### src/rtl/strv32i_pkg.sv
`default_nettype none
// ============================================================================
//  Module      : strv32i_pkg
//  Description : Shared RV32I control-transfer encodings and the saturating
//                counter helper used by the branch predictor.
//  Revision    : 1.0 - initial release
// ============================================================================
package strv32i_pkg;

    // Major opcodes, instr[6:2]
    localparam logic [4:0] OPC_BRANCH = 5'b11000;
    localparam logic [4:0] OPC_JAL    = 5'b11011;
    localparam logic [4:0] OPC_JALR   = 5'b11001;

    // Conditional-branch func3 encodings, instr[14:12]
    localparam logic [2:0] F3_BEQ  = 3'b000;
    localparam logic [2:0] F3_BNE  = 3'b001;
    localparam logic [2:0] F3_BLT  = 3'b100;
    localparam logic [2:0] F3_BGE  = 3'b101;
    localparam logic [2:0] F3_BLTU = 3'b110;
    localparam logic [2:0] F3_BGEU = 3'b111;

    // Widest counter the helper supports; callers zero-extend into this.
    localparam int CTR_MAX_W = 16;

    // Step a counter one place towards i_max (i_up=1) or towards zero,
    // holding at either end.
    function automatic logic [CTR_MAX_W-1:0] ctr_saturate(
        input logic [CTR_MAX_W-1:0] i_ctr,
        input logic [CTR_MAX_W-1:0] i_max,
        input logic                 i_up
    );
        if (i_up) begin
            return (i_ctr >= i_max) ? i_ctr : i_ctr + 1'b1;
        end
        return (i_ctr == '0) ? i_ctr : i_ctr - 1'b1;
    endfunction

endpackage
`default_nettype wire

### src/rtl/branch_compare.sv
`default_nettype none
// ============================================================================
//  Module      : branch_compare
//  Description : Combinational control-transfer outcome. Decides taken/not
//                taken from operands, opcode and func3, flags the reserved
//                BRANCH func3 codes, and marks legal conditional branches
//                (the only instructions that train the history table).
//  Revision    : 1.0 - initial release
// ============================================================================
module branch_compare
    import strv32i_pkg::*;
#(
    parameter int XLEN = 32
) (
    input  logic [XLEN-1:0] i_rs1,
    input  logic [XLEN-1:0] i_rs2,
    input  logic [4:0]      i_opcode,
    input  logic [2:0]      i_func3,
    output logic            o_taken,
    output logic            o_illegal,
    output logic            o_cond_branch
);

    logic w_taken;
    logic w_illegal;
    logic w_cond_branch;

    // Decode opcode/func3 and evaluate the selected comparison.
    always_comb begin
        w_taken       = 1'b0;
        w_illegal     = 1'b0;
        w_cond_branch = 1'b0;
        case (i_opcode)
            OPC_BRANCH: begin
                w_cond_branch = 1'b1;
                case (i_func3)
                    F3_BEQ:  w_taken = (i_rs1 == i_rs2);
                    F3_BNE:  w_taken = (i_rs1 != i_rs2);
                    F3_BLT:  w_taken = ($signed(i_rs1) <  $signed(i_rs2));
                    F3_BGE:  w_taken = ($signed(i_rs1) >= $signed(i_rs2));
                    F3_BLTU: w_taken = (i_rs1 <  i_rs2);
                    F3_BGEU: w_taken = (i_rs1 >= i_rs2);
                    default: begin
                        // 010/011 are reserved: never taken, never trained
                        w_illegal     = 1'b1;
                        w_cond_branch = 1'b0;
                    end
                endcase
            end
            OPC_JAL, OPC_JALR: w_taken = 1'b1;
            default: ;
        endcase
    end

    assign o_taken       = w_taken;
    assign o_illegal     = w_illegal;
    assign o_cond_branch = w_cond_branch;

endmodule
`default_nettype wire

### src/rtl/branch_predict_unit.sv
`default_nettype none
// ============================================================================
//  Module      : branch_predict_unit
//  Description : Bimodal branch predictor. Fetch reads a table of saturating
//                counters combinationally; execute resolves branches through
//                a one-deep registered result stage that reports the actual
//                direction, mispredicts and illegal encodings, and trains
//                the table on legal conditional branches.
//  Revision    : 1.0 - initial release
// ============================================================================
module branch_predict_unit
    import strv32i_pkg::*;
#(
    parameter int XLEN      = 32,
    parameter int BHT_IDX_W = 6,
    parameter int CTR_W     = 2,
    parameter int CTR_INIT  = 1
) (
    input  logic            clk_in,
    input  logic            rst_n_in,
    input  logic            pred_valid_in,
    input  logic [XLEN-1:0] pred_pc_in,
    output logic            pred_taken_out,
    input  logic            res_valid_in,
    input  logic [XLEN-1:0] res_pc_in,
    input  logic [XLEN-1:0] rs1_in,
    input  logic [XLEN-1:0] rs2_in,
    input  logic [4:0]      opcode_6_2_in,
    input  logic [2:0]      func3_in,
    input  logic            res_pred_taken_in,
    input  logic            flush_in,
    output logic            res_valid_out,
    output logic            branch_taken_out,
    output logic            mispredict_out,
    output logic            illegal_out
);

    localparam int                   c_DEPTH    = 2 ** BHT_IDX_W;
    localparam logic [CTR_W-1:0]     c_CTR_INIT = CTR_W'(CTR_INIT);
    localparam logic [CTR_MAX_W-1:0] c_CTR_MAX  = CTR_MAX_W'((1 << CTR_W) - 1);

    logic [CTR_W-1:0]     r_bht [c_DEPTH];
    logic                 r_res_valid;
    logic                 r_taken;
    logic                 r_mispredict;
    logic                 r_illegal;

    logic [BHT_IDX_W-1:0] w_pred_idx;
    logic [BHT_IDX_W-1:0] w_res_idx;
    logic                 w_taken;
    logic                 w_illegal;
    logic                 w_cond_branch;
    logic                 w_accept;
    logic                 w_update;
    logic [CTR_MAX_W-1:0] w_ctr_next_ext;
    logic [CTR_W-1:0]     w_ctr_next;
    logic                 w_unused;

    // Word-aligned PCs: drop the two byte-offset bits, keep the low index bits.
    assign w_pred_idx = pred_pc_in[BHT_IDX_W+1:2];
    assign w_res_idx  = res_pc_in[BHT_IDX_W+1:2];

    assign pred_taken_out = pred_valid_in & r_bht[w_pred_idx][CTR_W-1];

    branch_compare #(
        .XLEN (XLEN)
    ) u_branch_compare (
        .i_rs1         (rs1_in),
        .i_rs2         (rs2_in),
        .i_opcode      (opcode_6_2_in),
        .i_func3       (func3_in),
        .o_taken       (w_taken),
        .o_illegal     (w_illegal),
        .o_cond_branch (w_cond_branch)
    );

    assign w_accept = res_valid_in & ~flush_in;
    assign w_update = w_accept & w_cond_branch;

    assign w_ctr_next_ext = ctr_saturate(CTR_MAX_W'(r_bht[w_res_idx]), c_CTR_MAX, w_taken);
    assign w_ctr_next     = w_ctr_next_ext[CTR_W-1:0];

    // PC bits outside the index and the helper's headroom bits carry no information here.
    assign w_unused = ^{pred_pc_in[XLEN-1:BHT_IDX_W+2], pred_pc_in[1:0],
                        res_pc_in[XLEN-1:BHT_IDX_W+2], res_pc_in[1:0],
                        w_ctr_next_ext[CTR_MAX_W-1:CTR_W]};

    // History table: reset every counter, train only on accepted legal branches.
    always_ff @(posedge clk_in or negedge rst_n_in) begin
        if (!rst_n_in) begin
            for (int i = 0; i < c_DEPTH; i++) begin
                r_bht[i] <= c_CTR_INIT;
            end
        end else if (w_update) begin
            r_bht[w_res_idx] <= w_ctr_next;
        end
    end

    // One-deep result register; flags are qualified by valid so they read 0 when idle.
    always_ff @(posedge clk_in or negedge rst_n_in) begin
        if (!rst_n_in) begin
            r_res_valid  <= 1'b0;
            r_taken      <= 1'b0;
            r_mispredict <= 1'b0;
            r_illegal    <= 1'b0;
        end else begin
            r_res_valid  <= w_accept;
            r_taken      <= w_accept & w_taken;
            r_mispredict <= w_accept & (w_taken ^ res_pred_taken_in);
            r_illegal    <= w_accept & w_illegal;
        end
    end

    assign res_valid_out    = r_res_valid;
    assign branch_taken_out = r_taken;
    assign mispredict_out   = r_mispredict;
    assign illegal_out      = r_illegal;

endmodule
`default_nettype wire
### config.mk
export PLATFORM = sky130hd
export DESIGN_NAME = branch_predict_unit
export DESIGN_NICKNAME = d
export VERILOG_FILES = /design/src/rtl/strv32i_pkg.sv /design/src/rtl/branch_compare.sv /design/src/rtl/branch_predict_unit.sv
export SDC_FILE = /design/constraint.sdc
export NUM_CORES = 1
export LEC_CHECK = 0
export ABC_AREA = 1
export BUFFER_PORTS_ARGS = -buffer_cell sky130_fd_sc_hd__buf_2
export CAP_MARGIN = 20
export CORE_MARGIN = 2
export CORE_UTILIZATION = 45
export CTS_CLUSTER_SIZE = 28
export DETAILED_ROUTE_END_ITERATION = 8
export MAX_ROUTING_LAYER = met4
export PLACE_DENSITY = 0.72
export SKIP_CTS_REPAIR_TIMING = 1
export SYNTH_ARGS = -nofsm -noshare
export SYNTH_HDL_FRONTEND = slang
export SYNTH_HIERARCHICAL = 1
export SYNTH_SLANG_ARGS = --single-unit
### constraint.sdc
create_clock -name clk_in -period 2.1 [get_ports clk_in]
set_input_delay 0.315 -clock clk_in [delete_from_list [all_inputs] [get_ports clk_in]]
set_output_delay 0.315 -clock clk_in [all_outputs]
set_load 0.01 [all_outputs]
# Word-level counts from Yosys, hierarchy flattened
# Cells that the tools add are included.
# totals
wordCells,123
register_bits,132
inputBits,142
output_inout_bits,5
mem_count,0
romBits,0
mem_bits_rw,0
latch_bits,0
# classes
div_mod_pow,0
reduce_logical,5
n_shift,0
n_eq_ne,10
n_addsub,2
n_bitwise,10
n_mul,0
n_mux,20
magnitude_cmp,8
# ops
op,count
$bwmux W128,1
$ge A32 B32 Y1,2
$lt A32 B32 Y1,2
$eq A32 B32 Y1,1
$ne A32 B32 Y1,1
$bmux W2 S6,2
$mux W2,9
$eq A5 B5 Y1 const B,3
$ge A7 B7 Y1 const B,2
$not A6 Y7,2
$demux W2 S6,1
$eq A3 B3 Y1 const B,4
$lt A7 B1 Y1 const B,1
$and A1 B1 Y1,6
$pmux W1 S6,1
$reduce_or A6 Y1,1
$mux W1,5
$eq A3 B1 Y1 const B,1
$logic_not A3 Y1,1
$add A2 B1 Y2 const B,1
$ge A2 B2 Y1 const B,1
$logic_not A2 Y1,1
$pmux W1 S2,1
$reduce_or A2 Y1,1
4 further kinds,4

# Longest topological paths before layout
# Gate-level depths: netlist of the first run.
# logic_depth
ltp_word,9
ltp_mapped,26
ltp_nobuf,25

# Modules after synthesis
# The synthesis of the first run kept the hierarchy.
# by_module_without_submodules
mod,seq_area_each_um2,area_per_inst_um2,instances,cells_each
branch_predict_unit,3383.2,7875.1,1,1190
branch_compare,0.0,1047.3,1,180

# Worst setup path after synthesis of the first run
# OpenSTA, ideal clock, no wires.
# synth_timing
path_kind,input to register
from,input rs2_in[31]
to,register r_bht[43] (netlist name)
arrival_time_ps,2188
stages,21
setup_slack_ps,-206
setup_ps,118
path_buffers,2
required_time_ps,1982
cell_sequence,inv_1 ha_1 nand2_2 nor2_2 nand2_2 nor2_4 nand2_2 nand4_2 nand2_1 clkinv_1 nand2_1 nor2_1 nand3_1 nand2_1 nand2_1 inv_1 nand3_1 buf_2 buf_2 nand3_1 nand2_1
# synth_between
elab_chain_len,6
elab_cells_between_ends,11
classes_between,order compare: 4; eq/ne: 2; mux: 5
# synth_rtl
item,line_no,rtl
from (decl),branch_predict_unit.sv:27,"input logic [XLEN-1:0] rs2_in,"
$ge A32 B32 Y1 (tied with other cells),branch_compare.sv:42,F3_BGEU: w_taken = (i_rs1 >= i_rs2);
$pmux W1 S6 *,branch_compare.sv:36,case (i_func3)
$pmux W1 S2 *,branch_compare.sv:33,case (i_opcode)
net w_taken,branch_predict_unit.sv:50,logic w_taken;
$mux W1 *,strv32i_pkg.sv:33,if (i_up) begin
$mux W2 *,strv32i_pkg.sv:36,return (i_ctr == '0) ? i_ctr : i_ctr - 1'b1;
$bwmux W128 *,branch_predict_unit.sv:95,r_bht[w_res_idx] <= w_ctr_next;
"to (signal, indexed assignment)",branch_predict_unit.sv:92,r_bht[i] <= c_CTR_INIT;
"to (signal, indexed assignment)",branch_predict_unit.sv:95,
to (decl),branch_predict_unit.sv:42,logic [CTR_W-1:0] r_bht [c_DEPTH];
# The timed path passes the listed nets; every way through them passes the cells marked *.
# A chain may end at the register's enable or synchronous reset.

# Worst setup path in the final report of the first run
# layout_timing
from,input res_pc_in[3]
to,register r_bht[123] (netlist name)
# layout_between
elab_chain_len,9
elab_cells_between_ends,18
classes_between,add/sub: 2; order compare: 3; mux: 10; bitwise: 1; reduce/logical: 2
# layout_rtl
item,line_no,rtl
from (decl),branch_predict_unit.sv:25,"input logic [XLEN-1:0] res_pc_in,"
$not A6 Y7 (implied by the code) *,"branch_predict_unit.sv:80, branch_predict_unit.sv:95",
$bmux W2 S6,branch_predict_unit.sv:80,"assign w_ctr_next_ext = ctr_saturate(CTR_MAX_W'(r_bht[w_res_idx]), c_CTR_MAX, w_taken);"
$mux W2 (implied by the code) (2 in a row),branch_predict_unit.sv:80,
$add A2 B1 Y2 or $ge A2 B2 Y1 (tied branches),strv32i_pkg.sv:34,return (i_ctr >= i_max) ? i_ctr : i_ctr + 1'b1;
$mux W2,strv32i_pkg.sv:34,
$mux W2,strv32i_pkg.sv:33,
$mux W2,strv32i_pkg.sv:36,
$bwmux W128 *,branch_predict_unit.sv:95,
# Mark *: on every way between the ends. The rest lies on a longest branch, timed or not. The select of a mux whose other input is x is not followed.

==> results of run 1 <==
## layer usage
metal | global-route usage (%) | share of wire, %
met1 | 37.6 | 39
met2 | 46.3 | 47
met3 | 5.99 | 9.3
met4 | 12.2 | 4.5
met5 | - | 0
## power by group
| part | switching, W | internal, W | total, W |
|---|---|---|---|
| clock network | 0.00121 | 0.00169 | 0.00289 |
| registers | 0.00000201 | 0.00256 | 0.00256 |
| logic | 0.000724 | 0.000475 | 0.00120 |
| total | 0.00193 | 0.00472 | 0.00665 |
## synth_stat cells, types with 4 or more instances
library cell  number
nor2_1           117
a21oi_1           25
dfrtp_1           68
inv_2              4
nand2_1          579
nand3_1          118
inv_1            170
buf_6              6
o221ai_1           9
nand4_1            9
o21ai_0           41
clkbuf_1          15
ha_1              32
buf_4              6
o211ai_1          10
nor2_4             7
buf_2             23
dfstp_2           64
nor3_1            43
nand2_2            6
## per-stage QoR
stage	hold slack [ns]	TNS [ns]	setup slack (ns)	cells	area, µm²
final	0.0793	-9.53	-0.147	1847	12400
after global routing	0.0902	-29.25	-0.281	1847	12400
after CTS	-0.107	-8.41	-0.200	1828	11400
after detailed placement	0.346	-65.28	-0.588	1796	10800
after global placement	0.339	-54.87	-0.479	1796	10800
after floorplan	0.0194	-8.37	-0.0799	1370	9270
## state kept, by name (all words and copies together), names as in the netlist
name              cells
r_bht               128
branch_taken_out      1
illegal_out           1
mispredict_out        1
res_valid_out         1
## logic make-up (layout without fill, tap and decap cells)
logic type | Yosys count | in the layout | synth area share [%]
adder cells (fa/ha/maj) | 32 | 32 | 4.49
AO/OA/AOI/OAI | 92 | 92 | 5.97
AND/OR/NAND/NOR | 886 | 887 | 40.9
flip-flops | 132 | 132 | 37.9
buffers and inverters | 228 | 439 | 10.7
## worst max-delay path, stage by stage
cell	delay (ns)
buf_2	0.23
buf_4	0.30
nand2_1	0.15
nor2_1	0.16
buf_4	0.13
inv_1	0.23
nor3_1	0.72
inv_1	0.16
nand2_1	0.11
nand2_2	0.05
## path summary, 6_finish.rpt
| check | start | end | slack (ns) | cells past startpoint |
|---|---|---|---|---|
| worst max register to register | r_bht[47] | r_bht[9] | -0.09 | 13 |
| min in group asynchronous | rst_n_in | r_bht[53] | 0.44 | 2 |
| max in group asynchronous | rst_n_in | r_bht[18] | 0.97 | 3 |
| worst min-delay path | res_pred_taken_in | mispredict_out | 0.08 | 2 |
| worst min register to register | r_bht[14] | r_bht[14] | 0.46 | 2 |
| worst max-delay path | res_pc_in[3] | r_bht[123] | -0.15 | 10 |
## area by class of cell
cell class | count | area, µm² | area share (%)
clock buffers | 20 | 457 | 3.68
clock inverters | 12 | 104 | 0.837
inverters | 176 | 686 | 5.53
multi-input cells | 1011 | 5510 | 44.4
flip-flops and latches | 132 | 3380 | 27.3
well taps | 265 | 332 | 2.67
repair buffers | 231 | 1930 | 15.6
==> key figures, run 1 <==
Power
  • Tot Pwr: between 0.006 and 0.007 W
  • Pleak: just over 6 nW
  • Max IR drop VDD: 0.700 mV
  • PD cells: 536 nW/µm²

Layout
  • Util after Layout: 63.7%
  • Commonest non-fill, non-tap cell in the layout: nand2_1
  • NumNets Final: 1743
  • ANT cells: 0
  • Commonest cells after routing, fill and taps aside: nand2_1, inv_1, nor2_1
  • Fill cells: 1621
  • Share of cells above drive strength 1: approximately 33%
  • P&R area growth vs syn: 39.0%

Logic synthesis
  • Post-synth EDFFs: 0
  • Sequential element share of the synthesized area: 37.9%
  • Synth Instances: 1370
  • Synth async-reset ratio: 100%
  • Area leader, netlist: nand2_1
  • Synthesized area: 8920 µm²
  • Yosys warning total: 6
  • Post-synth top area share: 24.4%
  • Top cells by area, synth: nand2_1, dfrtp_1, dfstp_2
  • Synthesized Nets: between 1500 and 2000
  • Post-synthesis cell type count: 32
  • Primary FF master, synth: dfrtp_1
  • Yosys reg bits: 132
  • Avg Cell Area, Syn: 6.51 µm²

Run status
  • Violated checks: negative setup slack
  • Status: finished, violations left

Die
  • DIE AREA: around 21000 µm²
  • IO Count: 147
  • Initial core utilization: 45.8%
  • Width of the chip: about 140 µm
  • Core area: 19500 µm²
  • FP Rows: 51
  • Die Y-Extent: 145 µm

Clock tree
  • Clock Latency Late Sink: 0.44 ns
  • Clk slew on worst S/H paths: 0.06 ns
  • CTS tree: done
  • H-Tree Depth: 4
  • TritonCTS Buffers: 17
  • TritonCTS Sinks: 132
  • CTS Root Cell: clkbuf_16
  • Longest Clk Path Bufs: 2

Route
  • DR pass1 iterations: 8
  • Via density: 5.39
  • Total wire length: 31.8 mm
  • # DRC: 0
  • Initial DRC count: 1168
  • Vias: 9951
  • Routed Antenna Nets: 0
  • Per-cell routed wire length: 17.2 µm

Global routing
  • Global-route wire length before repair: 46.5 mm
  • Total GRT Usage: between 20% and 30%
  • Initial antenna violation count: 0
  • Largest net degree at the start of global routing: a little under 60
  • Grt ovf: 0
  • Number of global-route vias before repair: 9270

STA
  • Layout Skew: 0.0107 ns
  • Final Slew Violations: 0
  • Worst-Margin Slew: 0.774 ns
  • Fin crit share: 107%
  • Slew headroom: around 48%
  • RSZ-0062 raised after global routing: yes
  • Fmax achieved: about 0.44 GHz
  • Setup violators final: 129
  • Final worst slack: -0.147 ns
  • Final hold vios: 0
  • Fin crit period: 2.25 ns

Place
  • Port buffer count: 94
  • DPL Wire Length: between 20 and 25 mm
  • Gpl congestion: approximately 1

Worst setup path
  • Crit. End Element: register
  • WP data required: 2.42 ns
  • Crit path kind: in -> reg
  • Worst-path maximum fanout: 12
  • CP arrival: 2.57 ns
  • Startpoint class of the critical path: input pin

Job
  • Maxcap violations: 0

Worst hold path
  • HP Class: in -> reg
No activity file was read; power rests on OpenSTA's default activity.
==> inputs of run 2 (changes only) <==
--- a/config.mk
+++ b/config.mk
@@ -6,14 +6,14 @@
 export NUM_CORES = 1
 export LEC_CHECK = 0
 export ABC_AREA = 1
-export BUFFER_PORTS_ARGS = -buffer_cell sky130_fd_sc_hd__buf_2
-export CAP_MARGIN = 20
+export CAP_MARGIN = 0
 export CORE_MARGIN = 2
-export CORE_UTILIZATION = 45
+export CORE_UTILIZATION = 36
 export CTS_CLUSTER_SIZE = 28
 export DETAILED_ROUTE_END_ITERATION = 8
+export DONT_BUFFER_PORTS = 1
 export MAX_ROUTING_LAYER = met4
-export PLACE_DENSITY = 0.72
+export PLACE_DENSITY = 0.56
 export SKIP_CTS_REPAIR_TIMING = 1
 export SYNTH_ARGS = -nofsm -noshare
 export SYNTH_HDL_FRONTEND = slang
==> key figures, run 2 (synthesized netlist as in run 1, its figures left out) <==
STA
  • Setup violators final: 25
  • Final worst slack: -0.0449 ns
  • Hold WS: -0.407 ns
  • Final Slew Violations: 0
  • Setup_tns: -0.243 ns
  • Worst-Margin Slew: between 0.6 and 0.7 ns
  • Fin crit period: 2.14 ns
  • Slew headroom: 56.4%
  • Final hold vios: 132
  • Fmax achieved: 0.466 GHz
  • Layout Skew: 0.0126 ns
  • Fin crit share: 102%
  • RSZ-0062 raised after global routing: yes

Place
  • DPL Wire Length: 20.2 mm
  • DP Worst Slack: -0.371 ns
  • Gpl congestion: 0.874
  • Post-Place Cells: 1710
  • Port buffer count: 0

Die
  • Core area: 24300 µm²
  • FP Rows: 57
  • Width of the chip: 161 µm
  • Die Y-Extent: 161 µm
  • DIE AREA: 26100 µm²
  • IO Count: 147
  • Initial core utilization: a little under two fifths

Layout
  • ANT cells: 0
  • Util after Layout: 48.0%
  • Max FFs per register: 128
  • Commonest cells after routing, fill and taps aside: nand2_1, inv_1, nor2_1
  • Biggest register: r_bht
  • P&R area growth vs syn: 30.8%
  • Final Instance Count excl. Fillers: 1762
  • Share of cells above drive strength 1: between 20% and 30%
  • NumNets Final: 1600
  • Commonest non-fill, non-tap cell in the layout: nand2_1

Global routing
  • Grt ovf: 0
  • Global-route wire length before repair: 46.6 mm
  • Initial antenna violation count: 0
  • Grt met3 use: 4.29%
  • Total GRT Usage: 23.8%
  • M1 GR Usage: 31.7%
  • Grt peak-use layer: met2
  • Met2 Use GR: 37.0%
  • Largest net degree at the start of global routing: 133
  • Number of global-route vias before repair: 8378

Worst setup path
  • CP arrival: roughly 1.8 ns
  • Crit. End Element: primary output
  • Worst-path maximum fanout: 2
  • WP data required: 1.78 ns
  • Crit path kind: reg -> out
  • Startpoint class of the critical path: register

Clock tree
  • CTS Root Cell: clkbuf_16
  • Clock Latency Late Sink: about 0.43 ns
  • H-Tree Depth: 4
  • TritonCTS Sinks: 132
  • Longest Clk Path Bufs: 2
  • Clk slew on worst S/H paths: 0.06 ns
  • CTS tree: done
  • TritonCTS Buffers: 17

Route
  • # DRC: 0
  • DR pass1 iterations: 8
  • Per-cell routed wire length: 18.4 µm
  • Via density: 5.19
  • Total wire length: 32.4 mm
  • Initial DRC count: 893
  • Vias: around 9100
  • Routed Antenna Nets: 0

Power
  • PD cells: 580 nW/µm²
  • Pleak: 5.67 nW
  • Max IR drop VDD: approximately 0.42 mV

Job
  • Maxcap violations: 0

Run status
  • Status: finished, violations left
  • Violated checks: negative hold slack, negative setup slack

Worst hold path
  • HP Class: in -> async
==> run 2: cell count changes in the layout (fill, tap and decap cells not counted), moves of 4 or more <==
cell,delta
buf_6,-7
nand2_1,-22
nand2_2,+22
buf_4,-50
buf_2,-86
bufinv_16,+4
inv_2,-5
a21oi_1,+4
nand3_2,-14
a21oi_2,-5
nand3_1,+12
==> run 2: stage by stage <==
step | power, W | cell area (µm²)
after detailed placement | 0.00331 | 10000
after floorplan | 0.00313 | 9270
after CTS | 0.00658 | 10600
after global routing | 0.00697 | 11700
after global placement | 0.00330 | 10000
final | 0.00677 | 11700
==> run 2: path summary, 6_finish.rpt <==
kind / startpoint / endpoint / slack [ns] / cells past startpoint
worst max-delay path: r_bht[101] / pred_taken_out / -0.04 / 8
max in group asynchronous: rst_n_in / r_bht[42] / 2.25 / 0
min in group clk_in: flush_in / res_valid_out / 0 / 1
worst max register to register: r_bht[60] / r_bht[8] / 0 / 14
worst min register to register: r_bht[116] / r_bht[116] / 0.46 / 2
worst min-delay path: rst_n_in / r_bht[23] / -0.41 / 0
==> run 2: final cells by class <==
| cell class | instances | area (µm²) |
|---|---|---|
| Inverter | 176 | 696 |
| Tap cell | 324 | 405 |
| Multi-Input combinational cell | 1012 | 5520 |
| Clock buffer | 21 | 440 |
| Sequential cell | 132 | 3380 |
| Timing Repair Buffer | 87 | 1050 |
| Clock inverter | 10 | 181 |
| Fill cell | 2368 | 12700 |
==> run 2: per-layer routing <==
layer / up-vias / share of wire [%] / routed length (µm)
li1: 4381 / - / -
met1: 4320 / 42 / 13700
met5: - / 0 / 0
met4: 0 / 3.1 / 1000
met3: 61 / 7.5 / 2430
met2: 380 / 47 / 15200
==> run 2: worst max-delay path, cell delays in order (launching register included) <==
cell and delay, ns:
dfrtp_1 0.35, buf_4 0.12, o21ai_1 0.07, o221ai_1 0.21
nand3_1 0.16, nand3_1 0.12, nand3_2 0.11, a21boi_1 0.14
buf_4 0.13
==> run 2: power by group <==
| part | switching, W | leakage, nW | internal (W) |
|---|---|---|---|
| Combinational | 0.000559 | 3.76 | 0.000358 |
| Clock | 0.00119 | 0.301 | 0.00210 |
| Sequential | 0.00000349 | 1.61 | 0.00256 |
| Total | 0.00176 | 5.67 | 0.00501 |
